File: src/rtl/ascon_pkg.sv
// Shared sizes, FSM encoding and round-constant helpers for the Ascon permutation engine.
package ascon_pkg;

  localparam int STATE_W = 320;
  localparam int LANE_W  = 64;
  localparam int NBYTES  = 40;

  typedef enum logic [1:0] {
    ST_IDLE   = 2'd0,
    ST_PERM   = 2'd1,
    ST_UNLOAD = 2'd2
  } fsm_state_e;

  // Round j (0..11) adds ((15-j) << 4) | j into lane 2.
  function automatic logic [7:0] round_const(input logic [3:0] j);
    return {4'd15 - j, j};
  endfunction

  // A run of r rounds uses the last r constants, i.e. starts at j = 12 - r.
  function automatic logic [3:0] first_round(input logic [1:0] sel);
    case (sel)
      2'b01:   return 4'd4;
      2'b10:   return 4'd6;
      default: return 4'd0;
    endcase
  endfunction

endpackage

File: src/rtl/ascon_round.sv
// One combinational Ascon round: constant addition, bit-sliced 5-bit S-box, linear diffusion.
module ascon_round
  import ascon_pkg::*;
(
  input  logic [STATE_W-1:0] s_in,
  input  logic [7:0]         rc,
  output logic [STATE_W-1:0] s_out
);

  function automatic logic [LANE_W-1:0] ror(input logic [LANE_W-1:0] x, input int unsigned n);
    return (x >> n) | (x << (LANE_W - n));
  endfunction

  logic [LANE_W-1:0] x0, x1, x2, x3, x4;
  logic [LANE_W-1:0] a0, a1, a2, a3, a4;
  logic [LANE_W-1:0] b0, b1, b2, b3, b4;
  logic [LANE_W-1:0] c0, c1, c2, c3, c4;

  // Lane 0 occupies the most significant 64 bits of the flat state.
  assign x0 = s_in[319:256];
  assign x1 = s_in[255:192];
  assign x2 = s_in[191:128] ^ {56'd0, rc};
  assign x3 = s_in[127:64];
  assign x4 = s_in[63:0];

  assign a0 = x0 ^ x4;
  assign a1 = x1;
  assign a2 = x2 ^ x1;
  assign a3 = x3;
  assign a4 = x4 ^ x3;

  assign b0 = a0 ^ (~a1 & a2);
  assign b1 = a1 ^ (~a2 & a3);
  assign b2 = a2 ^ (~a3 & a4);
  assign b3 = a3 ^ (~a4 & a0);
  assign b4 = a4 ^ (~a0 & a1);

  assign c0 = b0 ^ b4;
  assign c1 = b1 ^ b0;
  assign c2 = ~b2;
  assign c3 = b3 ^ b2;
  assign c4 = b4;

  assign s_out = {c0 ^ ror(c0, 19) ^ ror(c0, 28),
                  c1 ^ ror(c1, 61) ^ ror(c1, 39),
                  c2 ^ ror(c2, 1)  ^ ror(c2, 6),
                  c3 ^ ror(c3, 10) ^ ror(c3, 17),
                  c4 ^ ror(c4, 7)  ^ ror(c4, 41)};

endmodule

File: src/rtl/ascon_perm_engine.sv
// Byte-serial load/unload wrapper around an UNROLL-deep chain of Ascon rounds (UNROLL = 1 or 2).
module ascon_perm_engine
  import ascon_pkg::*;
#(
  parameter int UNROLL = 1
) (
  input  logic       clk,
  input  logic       rst_n,
  input  logic       in_valid,
  output logic       in_ready,
  input  logic [7:0] in_data,
  input  logic       in_xor,
  input  logic       start,
  input  logic [1:0] rounds_sel,
  output logic       busy,
  output logic       out_valid,
  input  logic       out_ready,
  output logic [7:0] out_data,
  output logic       done,
  output fsm_state_e dbg_state
);

  // Handshakes: a byte moves on a rising edge where valid & ready are both high;
  // out_data is held while out_valid is high and out_ready is low.

  localparam logic [3:0] STEP = 4'(UNROLL);
  localparam logic [3:0] LAST = 4'd12;
  localparam logic [5:0] MAX_PTR = 6'(NBYTES - 1);

  fsm_state_e         fsm_q;
  logic [STATE_W-1:0] perm_state;
  logic [5:0]         load_ptr;
  logic [5:0]         out_ptr;
  logic [3:0]         rnd_idx;
  logic [8:0]         load_lsb;
  logic [8:0]         out_lsb;
  logic               load_fire;
  logic [STATE_W-1:0] chain [UNROLL+1];

  // Byte k is big-endian within its lane, so it sits at flat bits [319-8k -: 8].
  assign load_lsb  = 9'd312 - {load_ptr, 3'b000};
  assign out_lsb   = 9'd312 - {out_ptr, 3'b000};
  assign load_fire = (fsm_q == ST_IDLE) && in_valid && in_ready;
  assign out_data  = out_valid ? perm_state[out_lsb +: 8] : 8'd0;
  assign dbg_state = fsm_q;

  assign chain[0] = perm_state;
  for (genvar u = 0; u < UNROLL; u++) begin : g_round
    ascon_round u_round (
      .s_in  (chain[u]),
      .rc    (round_const(rnd_idx + 4'(u))),
      .s_out (chain[u+1])
    );
  end

  always_ff @(posedge clk or negedge rst_n) begin
    if (!rst_n) begin
      fsm_q      <= ST_IDLE;
      perm_state <= '0;
      load_ptr   <= 6'd0;
      out_ptr    <= 6'd0;
      rnd_idx    <= 4'd0;
      in_ready   <= 1'b0;
      busy       <= 1'b0;
      out_valid  <= 1'b0;
      done       <= 1'b0;
    end else begin
      done <= 1'b0;
      case (fsm_q)
        ST_IDLE: begin
          in_ready <= 1'b1;
          if (load_fire) begin
            perm_state[load_lsb +: 8] <= in_xor ? (perm_state[load_lsb +: 8] ^ in_data) : in_data;
            load_ptr <= (load_ptr == MAX_PTR) ? 6'd0 : load_ptr + 6'd1;
          end
          // A byte accepted together with start lands before the first round.
          if (start) begin
            load_ptr <= 6'd0;
            rnd_idx  <= first_round(rounds_sel);
            fsm_q    <= ST_PERM;
            in_ready <= 1'b0;
            busy     <= 1'b1;
          end
        end
        ST_PERM: begin
          perm_state <= chain[UNROLL];
          if (rnd_idx + STEP == LAST) begin
            rnd_idx   <= 4'd0;
            fsm_q     <= ST_UNLOAD;
            busy      <= 1'b0;
            out_valid <= 1'b1;
          end else begin
            rnd_idx <= rnd_idx + STEP;
          end
        end
        ST_UNLOAD: begin
          if (out_ready) begin
            if (out_ptr == MAX_PTR) begin
              out_ptr   <= 6'd0;
              fsm_q     <= ST_IDLE;
              out_valid <= 1'b0;
              in_ready  <= 1'b1;
              done      <= 1'b1;
            end else begin
              out_ptr <= out_ptr + 6'd1;
            end
          end
        end
        default: fsm_q <= ST_IDLE;
      endcase
    end
  end

endmodule

File: config.mk
export PLATFORM = sky130hd
export DESIGN_NAME = ascon_perm_engine
export DESIGN_NICKNAME = d
export VERILOG_FILES = /design/src/rtl/ascon_pkg.sv /design/src/rtl/ascon_round.sv /design/src/rtl/ascon_perm_engine.sv
export SDC_FILE = /design/constraint.sdc
export NUM_CORES = 2
export LEC_CHECK = 0
export BUFFER_PORTS_ARGS = -buffer_cell sky130_fd_sc_hd__buf_2
export CORE_UTILIZATION = 45
export DETAILED_ROUTE_END_ITERATION = 10
export SKIP_LAST_GASP = 1
export SLEW_MARGIN = 20
export SYNTH_ARGS = -nofsm -noshare
export SYNTH_HDL_FRONTEND = slang
export SYNTH_SLANG_ARGS = --single-unit
File: constraint.sdc
create_clock -name clk -period 6 [get_ports clk]
set_input_delay 0.6 -clock clk [delete_from_list [all_inputs] [get_ports clk]]
set_output_delay 0.6 -clock clk [all_outputs]
set_load 0.005 [all_outputs]
==> tab_implementation.tex <==
\begin{tabular}{lr}
\hline
Metric & Value \\
\hline
\multicolumn{2}{l}{\textbf{Die}} \\
Number of I/O pins & 30 \\
Core region area & 74800 um\^{}2 \\
X dimension of the die & 278 um \\
Floorplan die height & 278 um \\
Number of placement rows & 100 \\
Starting density of the core & 0.457 \\
Die area & 77100 um\^{}2 \\
\multicolumn{2}{l}{\textbf{Timing}} \\
Total of endpoints with negative setup slack in the final report & 0 \\
Final-layout setup total negative slack & 0 ns \\
Final critical delay including setup and external delays & 4.69 ns \\
Pins over their slew limit & 0 \\
FMAX & 213 MHz \\
Period utilisation layout & 0.782 \\
Relative slew slack & 0.108 \\
Worst-case setup margin in the final layout & 1.31 ns \\
Post-route clock skew & 0.0290 ns \\
Actual slew at the worst max-slew pin & 1.33 ns \\
RSZ-0062 raised after global routing & false \\
Count of endpoints failing hold in the final timing report & 13 \\
Worst Hold Margin & -0.0368 ns \\
\multicolumn{2}{l}{\textbf{CTS}} \\
Clock slew at reported path FFs & 0.06 ns \\
Number of buffers added to fix hold violations after cts & 0 \\
Clock latency at the later pin of the worst-skew pair & 0.64 ns \\
TritonCTS clock tree & done \\
Number of resized instances in the post-cts repair step & 0 \\
Post-CTS setup repair buffer count & 0 \\
Clock net sink count & 342 \\
TritonCTS Buffers & 47 \\
Number of buffers on the longest clock path & 3 \\
Htree depth & 2 \\
Cell at the root of the clock tree & sky130\_fd\_sc\_hd\_\_clkbuf\_16 \\
\multicolumn{2}{l}{\textbf{Finish}} \\
Fillers & 7066 \\
Layout cells sized above 1 & 0.130 \\
Area growth from synthesis to layout & 11.0\% \\
Layout Nets & 3807 \\
Area of the multi-input gates & 24600 um\^{}2 \\
Final cell count without fillers & 4665 \\
Area used by sequential logic in the layout & 8580 um\^{}2 \\
\multicolumn{2}{l}{\textbf{Critical path}} \\
CP cell instances & buf\_4, clkinv\_1, ha\_1, nand2\_1, o2bb2ai\_1, nand2\_1, nor2\_1, nor2\_1, a221o\_1 \\
Cell with the largest stage delay on the worst path & sky130\_fd\_sc\_hd\_\_nor2\_1 \\
Worst reg2reg path startpoint & load\_ptr[3] \\
Register-to-Register Setup Slack & 1.31 ns \\
CP endpoint kind & flip-flop \\
Delay-heaviest family, CP & simple AND/OR/NAND/NOR gates \\
Largest incremental delay on the critical path & 0.98 ns \\
Type of the worst setup path & reg2reg \\
Maximum fanout along the worst path & 19 \\
Critical Path Start Type & flip-flop \\
Critical path startpoint & load\_ptr[3] \\
Number of buffers and inverters on the critical path & 2 \\
Data arrival time of the critical path & 5.19 ns \\
Required time of the worst setup path & 6.50 ns \\
\multicolumn{2}{l}{\textbf{Run status}} \\
Run status & finished, violations left \\
Violations in the final reports & hold timing \\
\multicolumn{2}{l}{\textbf{Yosys}} \\
XOR/XNOR share of the synthesized area & 0.282 \\
Async S/R FF share, synth & 1.00 \\
Flip-flop and latch count after synthesis & 342 \\
Fraction of synthesized area in multiplexers & 0.147 \\
Part of the Yosys area used for sequential elements & 0.250 \\
Synthesized Nets & 3733 \\
Complex-gate fraction of the synthesized area & 0.136 \\
Post-Synthesis Cells & 3579 \\
Simple logic cell fraction of the synthesized area & 0.0930 \\
Post-synthesis share of cell area spent on full adders, half adders and majority gates & 0.0526 \\
Main combinational cell family by area after synthesis & XOR/XNOR gates \\
Syn avg cell area & 9.55 um\^{}2 \\
Synth unique cells & 76 \\
Count of warnings emitted by yosys & 0 \\
Main flop type after synthesis & sky130\_fd\_sc\_hd\_\_dfrtp\_1 \\
Dominant cell type by area after synthesis & sky130\_fd\_sc\_hd\_\_dfrtp\_1 \\
Cell types with the largest area share after synthesis & sky130\_fd\_sc\_hd\_\_dfrtp\_1 (25\%), sky130\_fd\_sc\_hd\_\_xnor2\_1 (18\%), sky130\_fd\_sc\_hd\_\_mux4\_2 (9.5\%) \\
Number of flops mapped to enable cells by yosys & 0 \\
Proportion of netlist area held by the largest area contributor & 0.250 \\
Mapped cell area & 34200 um\^{}2 \\
\multicolumn{2}{l}{\textbf{Routing}} \\
Post-DRT Antenna Nets & 0 \\
Drt wl/cell & 46.2 um \\
Via count & 33.3k \\
DRC violation count after routing & 0 \\
Wire length reported by the detailed router & 215000 um \\
DRC marker count from the first detailed-route iteration & 6192 \\
Via-per-instance ratio & 7.14 \\
Router iterations before antenna repair & 7 \\
\multicolumn{2}{l}{\textbf{Flow run}} \\
Number of maximum-capacitance constraint violations & 0 \\
\multicolumn{2}{l}{\textbf{GRT}} \\
GRT overflow & 0 \\
Initial antenna violation count & 15 \\
First-pass GRT wire length & 283000 um \\
Vias in the first global route & 30.1k \\
Gr usage total & 0.552 \\
Largest net degree at the start of global routing & 132 \\
\multicolumn{2}{l}{\textbf{Place}} \\
\# placed instances & 4573 \\
Final Wtd Congestion & 1.17 \\
Count of buffers inserted at the top-level ports & 29 \\
Post-detail-place hpwl & 173000 um \\
Worst-case setup slack after placement & 1.55 ns \\
\multicolumn{2}{l}{\textbf{Min path}} \\
Type of the worst min-delay path & in2async \\
\hline
\end{tabular}
-- metal layers --
metal,global-route usage,wire (um)
met1,0.674,77000
met2,0.726,80800
met3,0.293,36700
met4,0.407,20700
met5,0,117
-- cells in the mapped netlist (all sizes together), types with 20 or more instances --
cell      n
xnor2   715
xor2    366
dfrtp   342
nor2    283
nand2   282
o21ai   195
mux4    159
inv     149
ha      138
mux2i   136
clkbuf  104
a221o    97
a22oi    79
buf      62
a21oi    42
nand3    41
o22ai    39
nor3     36
o221ai   30
a21o     26
a211o    25
and3     21
nand4    21
a221oi   20
-- path summary, 6_finish.rpt --
path,cells after the start,endpoint
max,9,perm_state[231]
min,1,perm_state[107]
max reg2reg,9,perm_state[231]
min reg2reg,2,busy
max in group asynchronous,2,perm_state[135]
min in group clk,2,load_ptr[2]
-- registers in the layout, indices dropped and copies added, names as in the netlist --
register,count
dbg_state,2
out_ptr,6
done,1
rnd_idx,4
busy,1
out_valid,1
in_ready,1
load_ptr,6
perm_state,320
-- metrics by stage --
stage / cell area [um^2] / util
after floorplan: 34200 / -
after detailed placement: 36300 / 0.486
final: 38000 / 0.507
after global placement: 36300 / 0.485
after CTS: 37900 / 0.506
after global routing: 37900 / 0.507
-- cells by family (layout without fill, tap and decap cells) --
| family | after synthesis | in the layout |
|---|---|---|
| xor+xnor | 1088 | 1088 |
| simple gates | 741 | 741 |
| compound gates | 648 | 648 |
| flops | 342 | 342 |
| buf+inv | 318 | 427 |
| mux | 297 | 297 |
| fa+ha+maj | 145 | 145 |
| other cells | 0 | 8 |
-- cells in the final DEF, fill, tap and decap left out, types with 13 or more instances in the layout --
| master | n |
|---|---|
| sky130_fd_sc_hd__xnor2_1 | 691 |
| sky130_fd_sc_hd__xor2_1 | 354 |
| sky130_fd_sc_hd__dfrtp_1 | 336 |
| sky130_fd_sc_hd__nand2_1 | 282 |
| sky130_fd_sc_hd__nor2_1 | 276 |
| sky130_fd_sc_hd__o21ai_0 | 182 |
| sky130_fd_sc_hd__buf_4 | 154 |
| sky130_fd_sc_hd__inv_1 | 149 |
| sky130_fd_sc_hd__mux4_2 | 144 |
| sky130_fd_sc_hd__ha_1 | 138 |
| sky130_fd_sc_hd__mux2i_1 | 136 |
| sky130_fd_sc_hd__a221o_1 | 97 |
| sky130_fd_sc_hd__a22oi_1 | 79 |
| sky130_fd_sc_hd__clkbuf_16 | 49 |
| sky130_fd_sc_hd__a21oi_1 | 42 |
| sky130_fd_sc_hd__nand3_1 | 41 |
| sky130_fd_sc_hd__o22ai_1 | 39 |
| sky130_fd_sc_hd__nor3_1 | 34 |
| sky130_fd_sc_hd__o221ai_1 | 30 |
| sky130_fd_sc_hd__buf_2 | 28 |
| sky130_fd_sc_hd__a21o_1 | 26 |
| sky130_fd_sc_hd__a211o_1 | 25 |
| sky130_fd_sc_hd__xnor2_2 | 24 |
| sky130_fd_sc_hd__and3_1 | 21 |
| sky130_fd_sc_hd__nand4_1 | 20 |
| sky130_fd_sc_hd__a221oi_1 | 20 |
| sky130_fd_sc_hd__clkbuf_1 | 19 |
| sky130_fd_sc_hd__a31oi_1 | 16 |
| sky130_fd_sc_hd__and2_1 | 15 |
| sky130_fd_sc_hd__o211ai_1 | 15 |
| sky130_fd_sc_hd__o21ai_1 | 13 |
-- cell type report --
| cell class | count | area share |
|---|---|---|
| multi-input cells | 2919 | 0.648 |
| flip-flops and latches | 342 | 0.226 |
| repair buffers | 192 | 0.0393 |
| clock buffers | 76 | 0.0371 |
| well taps | 969 | 0.0319 |
| inverters | 151 | 0.0149 |
| clock inverters | 8 | 0.00254 |
| diodes | 8 | 0.000527 |
Power is not shown: default switching activity piles up to over one toggle a cycle in this logic, so the estimate is an artifact.
